===== src/rtl/block_serializer.sv =====
`timescale 1ns/1ps
// block_serializer: accepts a NUM_BYTES-wide cipher block and hands it, LSB
// byte first, to a UART transmitter using a tx_start/tx_busy handshake.
// Ports:
//   clk, rst        - clock, asynchronous active-high reset
//   blk_valid/ready - block handshake; blk_data holds byte k at [8k+7:8k]
//   tx_busy         - transmitter busy flag
//   tx_start        - one-cycle start pulse, tx_data the byte being sent
//   done            - one-cycle pulse once the whole block has drained
module block_serializer #(
    parameter int unsigned NUM_BYTES   = 8,
    parameter int unsigned ACK_TIMEOUT = 4
) (
    input  logic                   clk,
    input  logic                   rst,
    input  logic                   blk_valid,
    input  logic [8*NUM_BYTES-1:0] blk_data,
    output logic                   blk_ready,
    input  logic                   tx_busy,
    output logic                   tx_start,
    output logic [7:0]             tx_data,
    output logic                   done
);

    localparam int unsigned BLK_W = 8 * NUM_BYTES;
    localparam int unsigned CNT_W = $clog2(NUM_BYTES + 1);
    localparam int unsigned TO_W  = 4;

    localparam logic [2:0] S_IDLE   = 3'd0;
    localparam logic [2:0] S_START  = 3'd1;
    localparam logic [2:0] S_ACK    = 3'd2;
    localparam logic [2:0] S_DRAIN  = 3'd3;
    localparam logic [2:0] S_FINISH = 3'd4;

    logic [2:0]       state_q, state_d;
    logic [BLK_W-1:0] shreg_q, shreg_d;
    logic [CNT_W-1:0] cnt_q, cnt_d;
    logic [CNT_W-1:0] cnt_inc;
    logic [TO_W-1:0]  to_q, to_d;
    logic             tx_start_q, tx_start_d;
    logic [7:0]       tx_data_q, tx_data_d;
    logic             done_q, done_d;
    logic             blk_ready_q, blk_ready_d;

    assign cnt_inc = cnt_q + CNT_W'(1);

    // Next-state and registered-output logic
    always_comb begin
        state_d     = state_q;
        shreg_d     = shreg_q;
        cnt_d       = cnt_q;
        to_d        = to_q;
        tx_start_d  = 1'b0;
        tx_data_d   = tx_data_q;
        done_d      = 1'b0;
        blk_ready_d = 1'b0;

        case (state_q)
            S_IDLE: begin
                if (blk_valid) begin
                    shreg_d = blk_data;
                    cnt_d   = '0;
                    state_d = S_START;
                end
            end
            S_START: begin
                // Shift register always presents the current byte in its low 8 bits
                if (!tx_busy) begin
                    tx_data_d  = shreg_q[7:0];
                    shreg_d    = shreg_q >> 8;
                    tx_start_d = 1'b1;
                    to_d       = '0;
                    state_d    = S_ACK;
                end
            end
            S_ACK: begin
                // Give up waiting for busy after ACK_TIMEOUT cycles in this state
                if (tx_busy || (to_q == TO_W'(ACK_TIMEOUT - 1))) begin
                    state_d = S_DRAIN;
                end else begin
                    to_d = to_q + TO_W'(1);
                end
            end
            S_DRAIN: begin
                if (!tx_busy) begin
                    cnt_d   = cnt_inc;
                    state_d = (cnt_inc == CNT_W'(NUM_BYTES)) ? S_FINISH : S_START;
                end
            end
            S_FINISH: begin
                state_d = S_IDLE;
            end
            default: begin
                state_d = S_IDLE;
            end
        endcase

        done_d      = (state_d == S_FINISH);
        blk_ready_d = (state_d == S_IDLE);
    end

    // State and output registers
    always_ff @(posedge clk or posedge rst) begin
        if (rst) begin
            state_q     <= S_IDLE;
            shreg_q     <= '0;
            cnt_q       <= '0;
            to_q        <= '0;
            tx_start_q  <= 1'b0;
            tx_data_q   <= 8'h00;
            done_q      <= 1'b0;
            blk_ready_q <= 1'b1;
        end else begin
            state_q     <= state_d;
            shreg_q     <= shreg_d;
            cnt_q       <= cnt_d;
            to_q        <= to_d;
            tx_start_q  <= tx_start_d;
            tx_data_q   <= tx_data_d;
            done_q      <= done_d;
            blk_ready_q <= blk_ready_d;
        end
    end

    assign blk_ready = blk_ready_q;
    assign tx_start  = tx_start_q;
    assign tx_data   = tx_data_q;
    assign done      = done_q;

endmodule


===== config.mk =====
export PLATFORM = sky130hd
export DESIGN_NAME = block_serializer
export DESIGN_NICKNAME = d
export VERILOG_FILES = /design/src/rtl/block_serializer.sv
export SDC_FILE = /design/constraint.sdc
export NUM_CORES = 1
export LEC_CHECK = 0
export CAP_MARGIN = 40
export CORE_MARGIN = 3
export CORE_UTILIZATION = 30
export CTS_CLUSTER_DIAMETER = 150
export DETAILED_ROUTE_END_ITERATION = 10
export GPL_ROUTABILITY_DRIVEN = 0
export SYNTH_ARGS = -nofsm -noshare
export SYNTH_HDL_FRONTEND = slang
export SYNTH_SLANG_ARGS = --single-unit

===== constraint.sdc =====
create_clock -name clk -period 3.1 [get_ports clk]
set_input_delay 0.93 -clock clk [delete_from_list [all_inputs] [get_ports clk]]
set_output_delay 0.93 -clock clk [all_outputs]
set_load 0.01 [all_outputs]

Word-level counts from Yosys, hierarchy flattened
Index checks and enable logic that the tools add are counted.
{"block": "word_totals", "reg_bits": 86, "input_bits": 68, "out_inout_bits": 11, "elab_cells": 48}
{"block": "op_classes", "addsub": 2, "n_eq_ne": 10, "n_mux": 17, "n_bitwise": 1, "n_reduce_logical": 10}
{"operator": "64-bit two-way mux", "n": 2}
{"operator": "64-bit case mux with 2 select lines", "n": 1}
{"operator": "4-bit two-way mux", "n": 4}
{"operator": "4-bit case mux with 2 select lines", "n": 2}
{"operator": "3-bit two-way mux", "n": 5}
{"operator": "3-bit case mux with 4 select lines", "n": 1}
{"operator": "3-bit AND reduction", "n": 3}
{"operator": "4-bit by 1-bit adder with 4-bit output (second input constant)", "n": 2}
{"operator": "2-bit inequality test (second input constant)", "n": 4}
{"operator": "3-bit by 2-bit equality test with 1-bit output (second input constant)", "n": 2}
{"operator": "3-bit zero test", "n": 2}
{"operator": "2-bit nonzero test", "n": 3}
{"operator": "4-bit by 2-bit equality test with 1-bit output (second input constant)", "n": 1}
{"operator": "4-bit equality test (second input constant)", "n": 1}
{"operator": "3-bit by 1-bit equality test with 1-bit output (second input constant)", "n": 1}
{"operator": "3-bit equality test (second input constant)", "n": 1}
{"operator": "1-bit two-way mux", "n": 2}
{"operator": "2-bit AND reduction", "n": 1}
{"operator": "1-bit logical OR", "n": 1}
{"operator": "1-bit inverter", "n": 1}

Logic depth before layout (Yosys ltp)
Gate-level depths: netlist of run 1.
{"block": "depth", "depth_word": 6, "mapped_depth": 6, "depth_no_buf": 4}

Worst setup path after synthesis of run 1
Ideal clock, no wire load.
{"block": "synth_timing", "kind": "input -> register", "startpoint": "input port tx_busy", "endpoint": "register shreg_q[0]", "setup_time_ns": 0.125, "t_arrival_ns": 2.040, "required_ns": 2.975, "slack_ns": 0.935, "cell_stages": 6, "n_path_buf": 3, "cell_sequence": "buf_2 nor2b_2 o21a_1 buf_4 buf_4 mux2_2"}
{"block": "synth_between", "elab_chain_len": 2}
{"item": "start: declaration", "line": "19", "source": "input logic tx_busy,"}
{"item": "2-bit inequality test (no line)"}
{"item": "3-bit AND reduction (no line)"}
{"item": "end signal: assignment", "line": "115", "source": "shreg_q <= shreg_d;"}
{"item": "end: declaration", "line": "36", "source": "logic [BLK_W-1:0] shreg_q, shreg_d;"}
No other way between the ends.
A chain may end at the register's enable or synchronous reset.

Worst setup path in the final report of run 1
{"block": "layout_timing", "startpoint": "input port tx_busy", "endpoint": "register shreg_q[27]"}
Same word-level chain as after synthesis.

==> results of run 1 <==
layout by cell type, fill, tap and decap left out, drive strengths merged, types with 2 or more instances in the layout:
| cell | n |
|---|---|
| nor4b | 2 |
| mux2 | 121 |
| a22o | 10 |
| nand3b | 3 |
| buf | 9 |
| clkdlybuf4s50 | 78 |
| nor3b | 5 |
| nor2b | 3 |
| xnor2 | 2 |
| and2 | 2 |
| nor2 | 5 |
| a21oi | 3 |
| inv | 4 |
| clkbuf | 12 |
| dfrtp | 85 |
| ha | 2 |
| o21ai | 4 |
| clkinv | 3 |
| nand3 | 3 |
| or3 | 3 |
metrics by stage:
stage               utilization (%)  cell area [um2]  hold WS, ps  setup slack (ps)  power (W)
finish                         41.1             5460          491               743    0.00519
global route                   41.1             5460          518               650    0.00556
CTS                            41.1             5460          489               757    0.00528
detailed placement             38.8             5160          475               402    0.00414
global placement               38.8             5160          468               410    0.00407
floorplan                         -             4110          452               935    0.00351
Yosys cell counts, types with 3 or more instances:
master / number / share of area (%)
mux2_2: 119 / 33
dfrtp_1: 85 / 52
a22o_1: 10 / 2.1
buf_2: 9 / 1.1
buf_4: 5 / 0.92
inv_1: 5 / 0.46
nor2_1: 5 / 0.46
nor3b_1: 4 / 0.73
a21oi_1: 3 / 0.37
nand3_1: 3 / 0.37
nand3b_1: 3 / 0.55
o21ai_0: 3 / 0.37
or3_1: 3 / 0.46
state kept, by name (all words and copies together) (netlist names):
register   flops
tx_data        8
shreg_q       64
to_q           4
done           1
blk_ready      1
tx_start       1
cnt_q          4
state_q        3
how the worst min path moves through the flow:
stage,endpoint,slack (ps),cells past startpoint
after floorplan,shreg_q[18],450,1
after global placement,shreg_q[2],470,1
after detailed placement,shreg_q[18],470,1
after CTS,shreg_q[18],490,1
after global routing,shreg_q[24],520,1
final,shreg_q[2],490,1
critical path, cell delays in order:
cell	delay (ps)
clkdlybuf4s50_1	570
nor2b_2	250
o21a_2	260
buf_12	200
mux2_2	350
cell type report:
class                           count  area, um2  share of cell area, %
Timing Repair Buffer               87        923                   16.9
Clock inverter                      4       45.0                  0.825
Clock buffer                       12        256                   4.70
Tap cell                          176        220                   4.03
Inverter                            5       22.5                  0.412
Multi-Input combinational cell    182       1840                   33.7
Sequential cell                    86       2150                   39.4
power groups by stage:
stage / Sequential, W / Clock [W] / Combinational, W
global route: 0.00208 / 0.00120 / 0.00228
CTS: 0.00200 / 0.00114 / 0.00213
global placement: 0.00200 / 0 / 0.00208
detailed placement: 0.00202 / 0 / 0.00212
floorplan: 0.00192 / 0 / 0.00160
finish: 0.00200 / 0.00110 / 0.00209
layer usage:
metal / global-route usage [%] / routed length (um) / share of wire [%]
met3: 5.40 / 641 / 7.4
met4: 4.20 / 157 / 1.8
met1: 15.5 / 3790 / 44
met5: 0 / 0 / 0
met2: 19.3 / 4040 / 47
cell families (layout without fill, tap and decap cells):
logic type | count (synthesis) | count (layout) | synth area share, %
mux | 121 | 121 | 33.2
flops | 86 | 86 | 52.5
simple gates | 33 | 33 | 5.92
compound gates | 24 | 24 | 4.39
buf+inv | 22 | 108 | 2.93
fa+ha+maj | 2 | 2 | 0.610
xor+xnor | 2 | 2 | 0.427
==> results.json, run 1 <==
{
  "worst_pin_slew_ps": 536,
  "r2r-end": "shreg_q[18]",
  "drtIter0Drc": 135,
  "postCtsSetupBuffers": 0,
  "rr_worst_depth": 4,
  "hold_viol": 0,
  "num_rows": 42,
  "ant_nets": 0,
  "grt_overflow": 0,
  "drt-total-wl_um": 8620,
  "end_kind": "flip-flop",
  "r2r-start": "state_q[1]",
  "grt_pass1_vias": 2774,
  "switching_share_pct": 29.3,
  "dp_hpwl_um": 5910,
  "setup_viol": 0,
  "ys_seq_elements": 86,
  "rsz0062_at_grt": "false",
  "die_w_um": 123,
  "drv_slew": 0,
  "min_path_type": "reg -> reg",
  "p_switching_w": 0.00152,
  "cts_hold_buffers": 0,
  "port_buffers": 78,
  "die_area_um2": 15100,
  "n_antenna_cell": 0,
  "via_per_inst": 4.70,
  "placed_cells": 536,
  "status": "completed",
  "synth_fp_nets": 360,
  "track_usage_pct": 12.4,
  "power.density_nw_per_um2": 949,
  "cap_viol_max_count": 0,
  "cts_tree": "built",
  "dr.pass1.iters": 4,
  "grt_pass1_wl_um": 14200,
  "synth_warnings": 0,
  "cp-endpoint": "shreg_q[27]",
  "antenna_found_initial": 0,
  "instances_no_fill": 552,
  "die_h_um": 123,
  "core_region_area_um2": 13300,
  "async_flop_share_pct": 100,
  "route.detailed.drc": 0,
  "p_int_w": 0.00367,
  "path_clk_slew_ps": 60,
  "cts_sinks": 86,
  "vias": 2594,
  "finalNetCount": 441,
  "drive_gt1_share_pct": 41.0,
  "wl_per_cell_um": 15.6,
  "numCtsBuffers": 9,
  "fmax_mhz": 424,
  "combPwrFrac_pct": 40.2,
  "root_buffer": "clkbuf_16",
  "postSynthCellCount": 290,
  "cp_max_fo": 24,
  "startpoint_type": "input pin",
  "synth-edff-count": 0,
  "avgSynthCellArea_um2": 14.1,
  "cts_resized": 0,
  "cp.required_ps": 3330,
  "min_from": "shreg_q[2]",
  "layout_min_cycle_time_ps": 2360,
  "clock_path_buffers": 2,
  "rrSetupSlack_ps": 840,
  "clkPwrFrac_pct": 21.3,
  "p_leak_nw": 2.22,
  "relSlewSlack_pct": 64.3,
  "startpoint": "tx_busy",
  "synth.distinct_cells": 40,
  "htreeDepth": 3,
  "initial_core_util_pct": 30.8,
  "critPathArrivalTime_ps": 2580,
  "ys_seq_area_share_pct": 52.5,
  "pwr-share-seq_pct": 38.5,
  "synth_area_um2": 4100,
  "setup-tns-final_ps": 0,
  "clock_skew_ps": 6.37,
  "fin_crit_sh_pct": 76.0,
  "clk_latency_ps": 340,
  "crit_type": "in -> reg",
  "io_pins": 79,
  "n_fill_cell": 1246,
  "dominantRegCellSynth": "dfrtp_1",
  "syn_to_final_growth_pct": 33.2,
  "vdd_drop_max_v": 0.000386,
  "grt_max_degree": 54
}
No activity file was read; power rests on OpenSTA's default activity.
==> run 2, diff against run 1 <==
- clock period: 3.1 -> 2 ns (I/O delays scaled with it)
==> run 2 against run 1 <==
Net effect: flip-flop and latch count stayed put; sequential share of layout area is 0.45 points lower; combinational power is 58% higher; register-to-register slack worse by 620 ps; sequential power is 52% higher; clock skew is 1.4 ps lower; global-route usage is 0.35 points lower; highest routed layer unchanged; utilization is 0.47 points higher.
==> results.json, run 2 (same netlist as run 1, synthesis figures left out) <==
{
  "drtIter0Drc": 74,
  "io_pins": 79,
  "p_leak_nw": 2.27,
  "initial_core_util_pct": 30.8,
  "vias": 2597,
  "r2r-start": "state_q[2]",
  "fin_crit_sh_pct": 93.1,
  "rr_worst_depth": 4,
  "hold_end": "shreg_q[18]",
  "syn_to_final_growth_pct": 34.7,
  "layout_min_cycle_time_ps": 1860,
  "numCtsBuffers": 9,
  "cp.required_ps": 2220,
  "relSlewSlack_pct": 59.1,
  "grt_max_degree": 58,
  "setup_slack_ps": 138,
  "track_usage_pct": 12.1,
  "htreeDepth": 3,
  "core_region_area_um2": 13300,
  "vdd_drop_max_v": 0.000542,
  "wl_per_cell_um": 15.7,
  "rsz0062_at_grt": "false",
  "hold_viol": 0,
  "n_fill_cell": 1237,
  "die_h_um": 123,
  "multi_input_area_um2": 1840,
  "grt_pass1_vias": 2742,
  "critPathArrivalTime_ps": 2080,
  "fin_hold_ws_ps": 486,
  "setup_viol": 0,
  "fmax_mhz": 537,
  "dp_hpwl_um": 6050,
  "clock_path_buffers": 2,
  "drt-total-wl_um": 8750,
  "fin_util_pct": 41.6,
  "rrSetupSlack_ps": 220,
  "crit_type": "in -> reg",
  "clk_latency_ps": 340,
  "die_area_um2": 15100,
  "dr.pass1.iters": 4,
  "status": "completed",
  "cp_max_fo": 11,
  "pre_cts_slack_ps": -202,
  "cts_sinks": 86,
  "via_per_inst": 4.65,
  "route.detailed.drc": 0,
  "min_from": "shreg_q[18]",
  "grt_pass1_wl_um": 13900,
  "instances_no_fill": 558,
  "antenna_found_initial": 0,
  "end_kind": "flip-flop",
  "ant_nets": 0,
  "startpoint_type": "input pin",
  "r2r-end": "shreg_q[18]",
  "largest_reg_flops": 64,
  "cap_viol_max_count": 0,
  "drive_gt1_share_pct": 42.1,
  "mostFrequentLayoutCells": "mux2_2, dfrtp_1, clkdlybuf4s50_1",
  "ff_latch_area_um2": 2150,
  "top_register": "shreg_q",
  "die_w_um": 123,
  "drv_slew": 0,
  "power.density_nw_per_um2": 1460,
  "grt_overflow": 0,
  "cts_tree": "built",
  "min_path_type": "reg -> reg",
  "n_antenna_cell": 0,
  "finalNetCount": 448,
  "total_power_w": 0.00807,
  "worst_pin_slew_ps": 609,
  "root_buffer": "clkbuf_16",
  "port_buffers": 78,
  "hold_depth": 1,
  "placed_cells": 543,
  "final_common_cell": "mux2_2",
  "path_clk_slew_ps": 60,
  "clock_skew_ps": 4.96,
  "num_rows": 42
}
## run 2: cell count changes in the layout (fill, tap and decap cells not counted), sizes merged
cell	change
clkinv	-2
clkinvlp	+1
clkdlybuf4s50	-1
buf	+7
dlymetal6s2s	+1
## run 2: where the power goes
group,total [W],internal (W),switching (W)
Clock,0.00173,0.00106,0.000666
Combinational,0.00330,0.00206,0.00124
Sequential,0.00304,0.00259,0.000450
## run 2: routing by layer
metal,global-route usage (%),vias up,wire length (um)
met1,15.6,1303,3950
met2,18.4,53,4110
met3,4.44,9,567
li1,-,1232,-
met4,4.62,0,111
met5,0,-,0
## run 2: critical path, stage by stage
cell and delay, ps:
clkdlybuf4s50_1 460, buf_4 190, nor4b_2 210, buf_4 260
mux2_2 360
## run 2: layout make-up
cell class / instances / share of cell area (%)
Sequential cell: 86 / 39.0
Timing Repair Buffer: 94 / 17.7
Inverter: 5 / 0.408
Tap cell: 176 / 3.99
Clock inverter: 3 / 0.770
Clock buffer: 12 / 4.82
Multi-Input combinational cell: 182 / 33.3
## run 2: how the worst max path moves through the flow
stage | cells past startpoint | endpoint | from | slack [ps]
final | 5 | tx_data[2] | tx_busy | 140
after CTS | 1 | blk_ready | blk_ready | 7
after global routing | 5 | tx_data[5] | tx_busy | 70
after floorplan | 6 | shreg_q[0] | tx_busy | 170
after global placement | 5 | shreg_q[33] | blk_valid | -190
after detailed placement | 5 | shreg_q[11] | blk_valid | -200
## run 2: metrics by stage
stage,TNS [ps],area (um2)
2_1_floorplan,0,4110
3_3_place_gp,-12320,5210
3_5_place_dp,-13270,5210
4_1_cts,0,5520
5_1_grt,0,5530
6_report,0,5530
## run 2: timing repair
item                       in CTS  in global routing
setup buffers                   0                  0
hold buffers                    0                  0
setup endpoints to repair       0                  1
gates resized for setup         0                  1
